--- src/rtl/div_arbiter.sv ---
// Two-requester round-robin front end for a shared repeated-subtraction
// divider. Grants one request at a time, latches its operands, starts the
// divider, waits (with a watchdog) for completion and returns the result to
// the granted requester. Divide-by-zero and watchdog expiry both complete
// with err=1 and all-ones quotient/remainder.
module div_arbiter #(
  parameter int W   = 8,
  parameter int TMO = 300
) (
  input  logic         clk,
  input  logic         rst_n,
  input  logic         req0,
  input  logic         req1,
  input  logic [W-1:0] dvd0,
  input  logic [W-1:0] dvs0,
  input  logic [W-1:0] dvd1,
  input  logic [W-1:0] dvs1,
  output logic [1:0]   gnt,
  output logic [1:0]   rsp_vld,
  output logic [W-1:0] quot,
  output logic [W-1:0] rem,
  output logic         err,
  output logic         busy,
  output logic         div_start,
  output logic [W-1:0] div_a,
  output logic [W-1:0] div_b,
  input  logic         div_done,
  input  logic [W-1:0] div_q,
  input  logic [W-1:0] div_r
);

  localparam int CW = $clog2(TMO + 1);

  typedef enum logic [1:0] {S_IDLE, S_ISSUE, S_WAIT, S_RESP} state_t;

  state_t         state_q, state_d;
  logic           lp_q, lp_d;        // requester served last
  logic           id_q, id_d;        // requester owning the operation in flight
  logic [CW-1:0]  cnt_q, cnt_d;
  logic [CW-1:0]  cnt_nx;
  logic [W-1:0]   div_a_q, div_a_d, div_b_q, div_b_d;
  logic [W-1:0]   quot_q, quot_d, rem_q, rem_d;
  logic [1:0]     rsp_vld_q, rsp_vld_d;
  logic           err_q, err_d;
  logic           div_start_q, div_start_d;
  logic           sel;
  logic [W-1:0]   sel_dvd, sel_dvs;

  // Next-state, grant selection and registered-output next values
  always_comb begin
    state_d     = state_q;
    lp_d        = lp_q;
    id_d        = id_q;
    cnt_d       = cnt_q;
    div_a_d     = div_a_q;
    div_b_d     = div_b_q;
    quot_d      = quot_q;
    rem_d       = rem_q;
    rsp_vld_d   = '0;
    err_d       = 1'b0;
    div_start_d = 1'b0;
    gnt         = '0;
    sel         = (req0 && req1) ? ~lp_q : req1;
    sel_dvd     = sel ? dvd1 : dvd0;
    sel_dvs     = sel ? dvs1 : dvs0;
    cnt_nx      = (cnt_q == CW'(TMO)) ? cnt_q : cnt_q + 1'b1;

    case (state_q)
      S_IDLE: begin
        if (req0 || req1) begin
          gnt     = sel ? 2'b10 : 2'b01;
          div_a_d = sel_dvd;
          div_b_d = sel_dvs;
          lp_d    = sel;
          id_d    = sel;
          if (sel_dvs == '0) begin
            // Divide-by-zero completes without ever touching the divider
            state_d   = S_RESP;
            rsp_vld_d = sel ? 2'b10 : 2'b01;
            err_d     = 1'b1;
            quot_d    = '1;
            rem_d     = '1;
          end else begin
            state_d     = S_ISSUE;
            div_start_d = 1'b1;
          end
        end
      end
      S_ISSUE: begin
        cnt_d   = '0;
        state_d = S_WAIT;
      end
      S_WAIT: begin
        cnt_d = cnt_nx;
        if (div_done) begin
          state_d   = S_RESP;
          rsp_vld_d = id_q ? 2'b10 : 2'b01;
          quot_d    = div_q;
          rem_d     = div_r;
        end else if (cnt_nx == CW'(TMO)) begin
          state_d   = S_RESP;
          rsp_vld_d = id_q ? 2'b10 : 2'b01;
          err_d     = 1'b1;
          quot_d    = '1;
          rem_d     = '1;
        end
      end
      S_RESP: begin
        state_d = S_IDLE;
      end
      default: state_d = S_IDLE;
    endcase
  end

  // State and registered outputs; reset aborts any operation in flight
  always_ff @(posedge clk or negedge rst_n) begin
    if (!rst_n) begin
      state_q     <= S_IDLE;
      lp_q        <= 1'b1;
      id_q        <= 1'b0;
      cnt_q       <= '0;
      div_a_q     <= '0;
      div_b_q     <= '0;
      quot_q      <= '0;
      rem_q       <= '0;
      rsp_vld_q   <= '0;
      err_q       <= 1'b0;
      div_start_q <= 1'b0;
    end else begin
      state_q     <= state_d;
      lp_q        <= lp_d;
      id_q        <= id_d;
      cnt_q       <= cnt_d;
      div_a_q     <= div_a_d;
      div_b_q     <= div_b_d;
      quot_q      <= quot_d;
      rem_q       <= rem_d;
      rsp_vld_q   <= rsp_vld_d;
      err_q       <= err_d;
      div_start_q <= div_start_d;
    end
  end

  assign rsp_vld   = rsp_vld_q;
  assign quot      = quot_q;
  assign rem       = rem_q;
  assign err       = err_q;
  assign busy      = (state_q != S_IDLE);
  assign div_start = div_start_q;
  assign div_a     = div_a_q;
  assign div_b     = div_b_q;

endmodule

--- config.mk ---
export PLATFORM = sky130hd
export DESIGN_NAME = div_arbiter
export DESIGN_NICKNAME = d
export VERILOG_FILES = /design/src/rtl/div_arbiter.sv
export SDC_FILE = /design/constraint.sdc
export NUM_CORES = 1
export LEC_CHECK = 0
export ABC_AREA = 1
export CAP_MARGIN = 20
export CORE_MARGIN = 2
export CORE_UTILIZATION = 48
export CTS_BUF_LIST = sky130_fd_sc_hd__clkbuf_8
export CTS_CLUSTER_SIZE = 40
export DETAILED_ROUTE_END_ITERATION = 6
export GPL_TIMING_DRIVEN = 0
export PLACE_DENSITY_LB_ADDON = 0.08
export SETUP_SLACK_MARGIN = 0.02
export SLEW_MARGIN = 20
export SYNTH_ARGS = -nofsm -noshare
export SYNTH_HDL_FRONTEND = slang
export SYNTH_SLANG_ARGS = --single-unit
--- constraint.sdc ---
create_clock -name clk -period 4.4 [get_ports clk]
set_clock_uncertainty 0.1 [all_clocks]
set_input_delay 0.88 -clock clk [delete_from_list [all_inputs] [get_ports clk]]
set_output_delay 0.88 -clock clk [all_outputs]
set_load 0.01 [all_outputs]
## Word level (Yosys, flattened, before mapping)

Index checks and enable logic that the tools add are counted.

| storage, ports and cells | value |
|---|---|
| flip-flop bits (word level) | 49 |
| bits of input ports | 53 |
| output and inout bits | 39 |

| operators by class | value |
|---|---|
| add/subtract/negate cells | 1 |
| equality and inequality tests | 8 |
| multiplexer cells | 34 |
| bitwise logic cells | 1 |
| reductions and logical operators | 10 |

Operators with widths:

| cell | number |
|---|---|
| 8-bit two-way mux | 7 |
| 8-bit case mux with 2 select lines | 2 |
| 2-bit two-way mux | 12 |
| 9-bit == test, second input constant | 2 |
| 9-bit case mux with 2 select lines | 1 |
| 9-bit by 1-bit adder with 9-bit output, second input constant | 1 |
| 9-bit two-way mux | 1 |
| 8-bit logical NOT | 1 |
| 1-bit two-way mux | 8 |
| 2-bit case mux with 4 select lines | 1 |
| 2-bit nonzero test | 3 |
| 2-bit == test, second input constant | 2 |
| 2-bit != test, second input constant | 2 |
| 2-bit case mux with 2 select lines | 1 |
| 2-bit AND reduction | 2 |
| 4-bit AND reduction | 1 |
| 3-bit != test, second input constant | 1 |
| 2-bit by 1-bit == test with 1-bit output, second input constant | 1 |
| 2-bit logical NOT | 1 |
| 1-bit case mux with 2 select lines | 1 |
| 1-bit logical AND | 1 |
| 1-bit logical OR | 1 |
| 1-bit NOT | 1 |

## Longest topological paths before layout

Gate-level depths: netlist of the first run.

| depth | value |
|---|---|
| depth in word-level cells | 7 |
| mapped depth | 15 |

## Least setup slack after synthesis of the first run

No wires, ideal clock.

| path | value |
|---|---|
| path kind | input -> output |
| from | input req0 |
| to | output gnt[0] |
| arrival | 1.698 ns |
| data required time | 3.420 ns |
| path slack | 1.722 ns |
| stages | 6 |
| path buffers | 2 |
| cell sequence | nand2_2 > nand2_4 > buf_12 > clkbuf_1 > inv_2 > nor2_1 |

| on the way | value |
|---|---|
| longest elaborated chain between the ends | 5 |
| elaborated cells between the ends (all ways) | 6 |

RTL lines:

| element | RTL line | source |
|---|---|---|
| start, declared | 12 | `input logic req0,` |
| 1-bit logical AND | 63 | `sel = (req0 && req1) ? ~lp_q : req1;` |
| 1-bit two-way mux | 63 |  |
| 2-bit two-way mux | 71 | `gnt = sel ? 2'b10 : 2'b01;` |
| 2-bit two-way mux (*) | 70 | `if (req0 \|\| req1) begin` |
| 2-bit two-way mux (*) | 68 | `case (state_q)` |
| end, declared | 18 | `output logic [1:0] gnt,` |

Every way passes the cells marked *; elsewhere a longest branch is shown, timed or not.

## Worst setup path in the final report of the first run

Ends and elaborated chain as after synthesis.

==> results of run 1 <==
-- cell families (layout without fill, tap and decap cells) --
logic type                 after synthesis  count (layout)  share of synthesized area
DFF                                     49              49                      0.464
AOI/OAI and AO/OA                       51              51                      0.115
and+or+nand+nor                        179             179                      0.317
buffers and inverters                   49             149                     0.0814
adders and majority gates                4               4                     0.0189
xor gates and xnor gates                 1               1                    0.00331
-- registers in the layout, summed over array words and instances (netlist names) --
name and flops:
cnt_q 9, div_a 8, div_b 8, quot 8, rem 8, rsp_vld 2, state_q 2, div_start 1
err 1, id_q 1, lp_q 1
-- cell usage after synthesis (all sizes together) --
library cell / number / area [um2]
clkinv: 3 / 11.3
clkbuf: 8 / 30.0
dfstp: 1 / 26.3
dfrtp: 48 / 1200
nand2: 107 / 422
o21ai: 43 / 245
inv: 32 / 120
xnor2: 1 / 8.76
a21oi: 2 / 21.3
ha: 4 / 50.1
o22ai: 6 / 37.5
nand4: 19 / 119
or2: 16 / 100
buf: 6 / 53.8
nor2: 23 / 98.8
nand3: 14 / 100
-- per-layer routing --
metal / GRT usage / up-vias
met1: 0.284 / 1159
met5: 0 / -
met2: 0.365 / 74
li1: - / 1268
met4: 0.0614 / 0
met3: 0.0747 / 10
-- worst min-delay path by stage --
stage | from | to | slack, ns | cells after the start
after detailed placement | rem[3]$_DFFE_PN0P_ | rem[3]$_DFFE_PN0P_ | 0.36 | 2
after global routing | rem[3]$_DFFE_PN0P_ | rem[3]$_DFFE_PN0P_ | 0.40 | 2
after floorplan | lp_q$_DFFE_PN1P_ | lp_q$_DFFE_PN1P_ | 0.35 | 2
after CTS | rem[3]$_DFFE_PN0P_ | rem[3]$_DFFE_PN0P_ | 0.38 | 2
final | rem[3]$_DFFE_PN0P_ | rem[3]$_DFFE_PN0P_ | 0.38 | 2
after global placement | rem[5]$_DFFE_PN0P_ | rem[5]$_DFFE_PN0P_ | 0.35 | 2
-- through the flow --
step,instances,utilization,hold slack [ns],area (um2),total power [mW]
finish,505,0.693,0.377,3740,2.24
detailed placement,497,0.677,0.358,3660,1.99
global placement,496,0.675,0.352,3650,1.96
floorplan,333,-,0.351,2650,1.44
CTS,505,0.693,0.381,3740,2.26
global route,505,0.693,0.397,3740,2.45
-- power breakdown --
part           total [mW]  switching (mW)  internal, mW
Combinational        1.22           0.636         0.586
Clock               0.262           0.154         0.108
Sequential          0.755           0.109         0.646
-- final cells by class --
| class | count | area [um2] | area share |
|---|---|---|---|
| timing repair buffer | 92 | 926 | 0.247 |
| buffer | 14 | 83.8 | 0.0224 |
| tap | 72 | 90.1 | 0.0241 |
| sequential | 49 | 1230 | 0.328 |
| multi-input combinational | 235 | 1200 | 0.321 |
| clock inverter | 3 | 15.0 | 0.00401 |
| clock buffer | 5 | 68.8 | 0.0184 |
| inverter | 35 | 131 | 0.0351 |
-- tightest hold or removal path: cells and delay by family (launching register included) --
kind	cells	cell delay, ns
flip-flops	1	0.35
AND/OR/NAND/NOR	2	0.09
==> impl_metrics.yaml, run 1 <==
outcome:
  status: "complete, no violations"
clock_network:
  postCtsSetupBuffers: 0
  clock_latency_ns: 0.30
  cts.clk_slew.worst_paths_ns: 0.09
  htreeDepth: 2
  cts_sinks: 49
  cts_root_buf: "clkbuf_8"
  hold_buffers: 0
  cts_made_buffers: 5
  cts_tree: "built"
  cts_max_path_buffers: 2
  cts_resized: 0
critical_path:
  cp_cell_sequence: "clkdlybuf4s50_1 -> nand2_2 -> nand2_4 -> buf_12 -> clkbuf_1 -> inv_2 -> nor2_1 -> clkdlybuf4s50_1"
  r2r_start: "cnt_q[0]$_DFFE_PN0P_"
  cpMostUsedCell: "clkdlybuf4s50_1"
  rr_endpoint: "quot[7]$_DFFE_PN0P_"
  end_kind: "primary output"
  start_kind: "primary input"
  ff2ff_setup_slack_ns: 2.14
  cp_data_required_time_ns: 3.42
  critPathMaxStageDelay_ns: 0.55
  cp_data_arrival_time_ns: 2.91
  cp-startpoint: "req0"
  crit_fanout: 10
  path_class: "primary input to primary output"
  critPathCapture: "gnt[0]"
  cp.depth: 8
  reg2regPathDepth: 13
  path_buf_inv: 5
  critPathTopFamily: "buffers and inverters"
  slowest_stage: "clkdlybuf4s50_1"
die:
  std_cell_rows: 27
  die_w_um: 78.2
  initial_core_util: 0.489
  die-area_mm2: 0.00612
  coreArea_mm2: 0.00541
  chipHeight_um: 78.2
  pin_count: 92
global_route:
  grt_pass1_wl_um: 11000
  grt_remaining_overflow: 0
  grt_pass1_vias: 2447
  antenna_found_initial: 0
  grt_use_total: 0.223
  grt_max_degree: 31
worst_hold_path:
  hold_class: "register to register"
timing:
  slew_viol_final: 0
  fmax_ghz: 0.257
  tightest_slew_ns: 0.493
  rsz0062_at_grt: "false"
  min_period_over_period: 0.883
  final_period_minus_worst_setup_slack_ns: 3.89
  fin_ws_ns: 0.514
  slew_headroom: 0.671
  fin_setup_tns_ns: 0
  hold_violations: 0
  setup_viol: 0
power_and_ir_drop:
  vdd.ir_drop.worst_uv: 303
  powerDensity_mw_per_mm2: 598
  leakagePower_nw: 1.72
final_layout:
  layout_commonest_cell: "nand2_1"
  final_nets: 489
  fillers: 479
  final_cell_mix: "101 x nand2_1, 90 x clkdlybuf4s50_1, 48 x dfrtp_1"
  drive_above_1_share: 0.136
  area_growth_pct: 41.6
  n_antenna_cell: 0
logic_synthesis:
  syn_nets: 390
  synth.distinct_cells: 30
  yosys_warnings: 0
  synth_cells: 333
  ys_ff_latch: 49
  ys_seq_area_frac: 0.464
  avgSynthCellArea_um2: 7.94
  syn_area_mm2: 0.00265
drt:
  wl_met3_um: 456
  routed_wl_um: 6330
  drc: 0
  viasPerCell: 4.97
  drtIter0Drc: 111
  wl_met1_um: 2790
  routed-via-count: 2511
  highest_layer: "met4"
  routedWlPerCell_um: 12.5
  firstDrtPassIters: 4
  wl_met2_um: 2990
  antenna_left: 0
job:
  maxCapViolCount: 0
placement:
  gp_congestion: 0.857
  io_buffers: 91
  dp_hpwl_um: 4820
  pre_cts_ws_ns: 0.499
(Power assumes the default switching activity.)
==> run 2: changes to the inputs <==
Settings changed: CORE_UTILIZATION 48 to 50.
==> run 2 against run 1 <==
  * Global-route usage rose by 0.99 points
  * First-iteration DRC count fell by 38%
  * Power rose by 3.5%
  * Sequential share of layout area fell by 0.26 points
  * Combinational power barely moved
  * Critical path type unchanged
==> impl_metrics.yaml, run 2 (same netlist as run 1, synthesis figures left out) <==
outcome:
  status: "complete, no violations"
placement:
  dp_hpwl_um: 4830
  pre_cts_ws_ns: 0.521
  io_buffers: 91
  gp_congestion: 0.863
timing:
  setup_viol: 0
  slew_headroom: 0.632
  fmax_ghz: 0.257
  hold_violations: 0
  min_period_over_period: 0.883
  fin_setup_tns_ns: 0
  tightest_slew_ns: 0.552
  fin_ws_ns: 0.516
  rsz0062_at_grt: "false"
  final_period_minus_worst_setup_slack_ns: 3.88
  slew_viol_final: 0
critical_path:
  critPathMaxStageDelay_ns: 0.55
  critPathTopFamily: "buffers and inverters"
  slowest_stage: "clkdlybuf4s50_1"
  end_kind: "primary output"
  path_class: "primary input to primary output"
  ff2ff_setup_slack_ns: 2.14
  cpMostUsedCell: "clkdlybuf4s50_1"
  cp_cell_sequence: "clkdlybuf4s50_1 -> nand2_2 -> nand2_4 -> buf_12 -> clkbuf_1 -> inv_2 -> nor2_1 -> clkdlybuf4s50_1"
  path_buf_inv: 5
  start_kind: "primary input"
  cp_data_arrival_time_ns: 2.90
  cp_data_required_time_ns: 3.42
  crit_fanout: 10
global_route:
  grt_pass1_vias: 2515
  grt_max_degree: 27
  grt_remaining_overflow: 0
  antenna_found_initial: 0
  grt_pass1_wl_um: 11200
  grt_use_total: 0.233
power_and_ir_drop:
  comb_power_share: 0.533
  power_switching_share: 0.389
  powerDensity_mw_per_mm2: 614
  p_sw_mw: 0.901
  p_int_mw: 1.42
  leakagePower_nw: 1.73
  p_seq_frac: 0.325
  pwr-share-clk: 0.142
  total_power_mw: 2.32
  vdd.ir_drop.worst_uv: 318
final_layout:
  final_nets: 489
  largest_register: "cnt_q"
  n_antenna_cell: 0
  layout_commonest_cell: "nand2_1"
  final_cell_mix: "101 x nand2_1, 90 x clkdlybuf4s50_1, 48 x dfrtp_1"
  regArea_mm2: 0.00123
  fillers: 400
  drive_above_1_share: 0.139
  largest_reg_flops: 9
  fin_util: 0.739
  area_growth_pct: 42.7
  multiInputGateArea_mm2: 0.00120
clock_network:
  cts_resized: 0
  cts_sinks: 49
  cts_tree: "built"
  cts.clk_slew.worst_paths_ns: 0.09
  clock_latency_ns: 0.29
  hold_buffers: 0
  htreeDepth: 2
  cts_max_path_buffers: 2
  cts_root_buf: "clkbuf_8"
  cts_made_buffers: 5
  postCtsSetupBuffers: 0
die:
  std_cell_rows: 26
  chipHeight_um: 76.7
  die-area_mm2: 0.00589
  coreArea_mm2: 0.00511
  initial_core_util: 0.518
  die_w_um: 76.7
  pin_count: 92
drt:
  firstDrtPassIters: 4
  routed_wl_um: 6440
  routedWlPerCell_um: 12.8
  drc: 0
  drtIter0Drc: 69
  antenna_left: 0
  viasPerCell: 5.01
  routed-via-count: 2522
worst_hold_path:
  hold_class: "register to register"
job:
  maxCapViolCount: 0
[run 2: per-layer routing]
| layer | GRT usage | routed length (um) |
|---|---|---|
| met2 | 0.400 | 3110 |
| met3 | 0.0576 | 480 |
| met1 | 0.294 | 2780 |
| met5 | 0 | 0 |
| met4 | 0.0600 | 72 |
[run 2: per-stage QoR]
| stage | hold slack (ns) | instance area, um2 | cells |
|---|---|---|---|
| after floorplan | 0.351 | 2650 | 333 |
| after global placement | 0.353 | 3640 | 494 |
| after detailed placement | 0.358 | 3660 | 495 |
| after CTS | 0.379 | 3770 | 503 |
| after global routing | 0.408 | 3770 | 503 |
| final | 0.374 | 3770 | 503 |
[run 2: path summary, 6_finish.rpt]
| check | startpoint | to | cells past startpoint |
|---|---|---|---|
| setup / recovery | req0 | gnt[0] | 8 |
| hold / removal | quot[6]$_DFFE_PN0P_ | quot[6]$_DFFE_PN0P_ | 2 |
| setup reg to reg | lp_q$_DFFE_PN1P_ | rem[6]$_DFFE_PN0P_ | 13 |
| hold reg to reg | quot[6]$_DFFE_PN0P_ | quot[6]$_DFFE_PN0P_ | 2 |
| max in group asynchronous | rst_n | lp_q$_DFFE_PN1P_ | 2 |
| min in group asynchronous | rst_n | cnt_q[5]$_DFFE_PN0P_ | 1 |
[run 2: cell type report]
| class | count | share of cell area |
|---|---|---|
| Multi-Input combinational cell | 235 | 0.319 |
| Clock inverter | 2 | 0.00895 |
| Tap cell | 70 | 0.0232 |
| Clock buffer | 6 | 0.0219 |
| Inverter | 35 | 0.0348 |
| Timing Repair Buffer | 92 | 0.245 |
| Sequential cell | 49 | 0.325 |
| Buffer | 14 | 0.0222 |
[run 2: worst min-delay path, stage by stage (launching register included)]
cell     delay (ns)
dfrtp_1        0.35
nand2_1        0.05
nand2_1        0.04
[run 2: power groups by stage]
stage | Sequential (mW) | Clock, mW | Combinational [mW]
after global placement | 0.751 | 0 | 1.20
after CTS | 0.752 | 0.335 | 1.25
after global routing | 0.775 | 0.352 | 1.38
after floorplan | 0.822 | 0 | 0.614
final | 0.753 | 0.329 | 1.23
after detailed placement | 0.755 | 0 | 1.24
==> run 3: changes to the inputs <==
Settings changed: ABC_AREA 1 to default.
==> run 3 against run 2 <==
  * Power fell by 13%
  * Design area down 3.4%
  * Largest cell class unchanged
  * Critical endpoint is now gnt[1]
  * Final cell count shrank 17%
  * Global-route usage rose by 0.81 points
  * First-iteration DRC count rose to 2.5 times the previous value
==> impl_metrics.yaml, run 3 <==
outcome:
  status: "complete, no violations"
die:
  die_w_um: 75.3
  chipHeight_um: 75.3
  std_cell_rows: 25
  die-area_mm2: 0.00566
  coreArea_mm2: 0.00482
  initial_core_util: 0.527
  pin_count: 92
logic_synthesis:
  synth.top_cells.by_area: "dfrtp_1 47%, mux2i_1 7.5%, o22a_1 5.9%, nand2_1 5.2%, o21ai_0 5.1%"
  synth_edf_count: 0
  syn_area_mm2: 0.00254
  syn_nets: 308
  synthFlopType: "dfrtp_1"
  yosysTopAreaCellShare: 0.473
  synth_cells: 251
  ys_ff_latch: 49
  avgSynthCellArea_um2: 10.1
  yosys_warnings: 0
  synth.distinct_cells: 46
  synth_top_area_cell: "dfrtp_1"
  synth_commonest_cells: "48 x dfrtp_1, 35 x nand2_1, 26 x o21ai_0, 19 x mux2i_1, 17 x o22a_1"
  synthArstFlopShare: 1.00
  yosysMostFrequentCell: "dfrtp_1"
  ys_seq_area_frac: 0.483
clock_network:
  cts.clk_slew.worst_paths_ns: 0.09
  cts_made_buffers: 5
  htreeDepth: 2
  cts_max_path_buffers: 2
  postCtsSetupBuffers: 0
  cts_resized: 0
  hold_buffers: 0
  cts_root_buf: "clkbuf_8"
  clock_latency_ns: 0.30
  cts_tree: "built"
  cts_sinks: 49
timing:
  final_period_minus_worst_setup_slack_ns: 3.60
  fmax_ghz: 0.278
  tightest_slew_ns: 0.602
  min_period_over_period: 0.817
  setup_viol: 0
  rsz0062_at_grt: "false"
  slew_headroom: 0.597
  fin_setup_tns_ns: 0
  hold_violations: 0
  slew_viol_final: 0
global_route:
  grt_pass1_wl_um: 10300
  grt_remaining_overflow: 0
  antenna_found_initial: 0
  grt_use_total: 0.241
  grt_pass1_vias: 2206
  grt_max_degree: 29
final_layout:
  final_nets: 407
  n_antenna_cell: 0
  regArea_mm2: 0.00123
  largest_reg_flops: 9
  drive_above_1_share: 0.0883
  fillers: 358
  multiInputGateArea_mm2: 0.00116
  fin_util: 0.757
  largest_register: "cnt_q"
  area_growth_pct: 43.7
  layout_commonest_cell: "clkdlybuf4s50_1"
  final_cell_mix: "90 x clkdlybuf4s50_1, 48 x dfrtp_1, 35 x nand2_1"
power_and_ir_drop:
  powerDensity_mw_per_mm2: 554
  total_power_mw: 2.02
  vdd.ir_drop.worst_uv: 319
  p_int_mw: 1.27
  comb_power_share: 0.510
  power_switching_share: 0.373
  p_sw_mw: 0.753
  p_seq_frac: 0.349
  pwr-share-clk: 0.142
  leakagePower_nw: 1.50
critical_path:
  cp_data_arrival_time_ns: 2.62
  crit_fanout: 10
  slowest_stage: "clkdlybuf4s50_1"
  start_kind: "primary input"
  cp_cell_sequence: "clkdlybuf4s50_1 -> a21boi_2 -> buf_4 -> nand2_1 -> inv_1 -> clkdlybuf4s50_1"
  cp_data_required_time_ns: 3.42
  reg2regPathDepth: 10
  path_class: "primary input to primary output"
  critPathMaxStageDelay_ns: 0.54
  cpMostUsedCell: "clkdlybuf4s50_1"
  end_kind: "primary output"
drt:
  routed-via-count: 2253
  drc: 0
  routed_wl_um: 6260
  drtIter0Drc: 173
  firstDrtPassIters: 5
  viasPerCell: 5.39
  routedWlPerCell_um: 15.0
  antenna_left: 0
placement:
  io_buffers: 91
  dp_hpwl_um: 4740
  gp_congestion: 0.867
worst_hold_path:
  holdPathStages: 2
  hold_class: "register to register"
job:
  maxCapViolCount: 0
## run 3: changes by cell type after synthesis, moves of 7 or more
| cell | delta |
|---|---|
| inv_1 | -8 |
| inv_2 | -9 |
| mux2i_1 | +19 |
| nand2_1 | -66 |
| nand4_1 | -16 |
| nor2_1 | -9 |
| o21ai_0 | +7 |
| o21ai_1 | -16 |
| o22a_1 | +17 |
| or2_2 | -16 |
## run 3: per-stage QoR
step           area, um2  instances  worst slack, ns  hold WS (ns)
2_1_floorplan       2540        251             2.01         0.347
3_3_place_gp        3530        409            0.873         0.361
3_5_place_dp        3550        410            0.871         0.358
4_1_cts             3650        418            0.807         0.377
5_1_grt             3650        418            0.726         0.422
6_report            3650        418            0.804         0.376
## run 3: path summary, 6_finish.rpt
path / startpoint / end / slack (ns)
worst min-delay path: lp_q$_DFFE_PN1P_ / lp_q$_DFFE_PN1P_ / 0.38
worst min register to register: lp_q$_DFFE_PN1P_ / lp_q$_DFFE_PN1P_ / 0.38
worst max-delay path: req1 / gnt[1] / 0.80
worst max register to register: cnt_q[0]$_DFFE_PN0P_ / quot[4]$_DFFE_PN0P_ / 1.89
min in group asynchronous: rst_n / quot[2]$_DFFE_PN0P_ / 0.44
max in group asynchronous: rst_n / lp_q$_DFFE_PN1P_ / 3.15
## run 3: area by class of cell
type                            count  share of cell area
Sequential cell                    49               0.337
Inverter                           15              0.0154
Multi-Input combinational cell    171               0.319
Timing Repair Buffer               92               0.254
Buffer                             16              0.0254
Clock inverter                      2             0.00446
Tap cell                           67              0.0230
Clock buffer                        6              0.0226
## run 3: power groups by stage
stage	registers, mW	logic, mW	clock network, mW
floorplan	0.770	0.478	0
global placement	0.705	1.01	0
detailed placement	0.710	1.03	0
CTS	0.704	1.04	0.296
global route	0.725	1.12	0.311
finish	0.704	1.03	0.286
## run 3: cells by family after synthesis
group,Yosys count,synth area share
AO/OA/AOI/OAI,75,0.224
AND/OR/NAND/NOR,71,0.132
flip-flops,49,0.483
buffers and inverters,31,0.0586
multiplexers,19,0.0749
adder cells (fa/ha/maj),4,0.0197
XOR/XNOR,2,0.00690
## run 3: routing by layer
metal,part of all wire,global-route usage
met1,0.41,0.303
met2,0.49,0.406
met3,0.077,0.0643
met4,0.022,0.0760
met5,0,0
## run 3: critical path: cells and delay by family
family / cells / cell delay, ns
and+or+nand+nor: 1 / 0.11
AOI/OAI and AO/OA: 1 / 0.23
buffers and inverters: 4 / 1.40
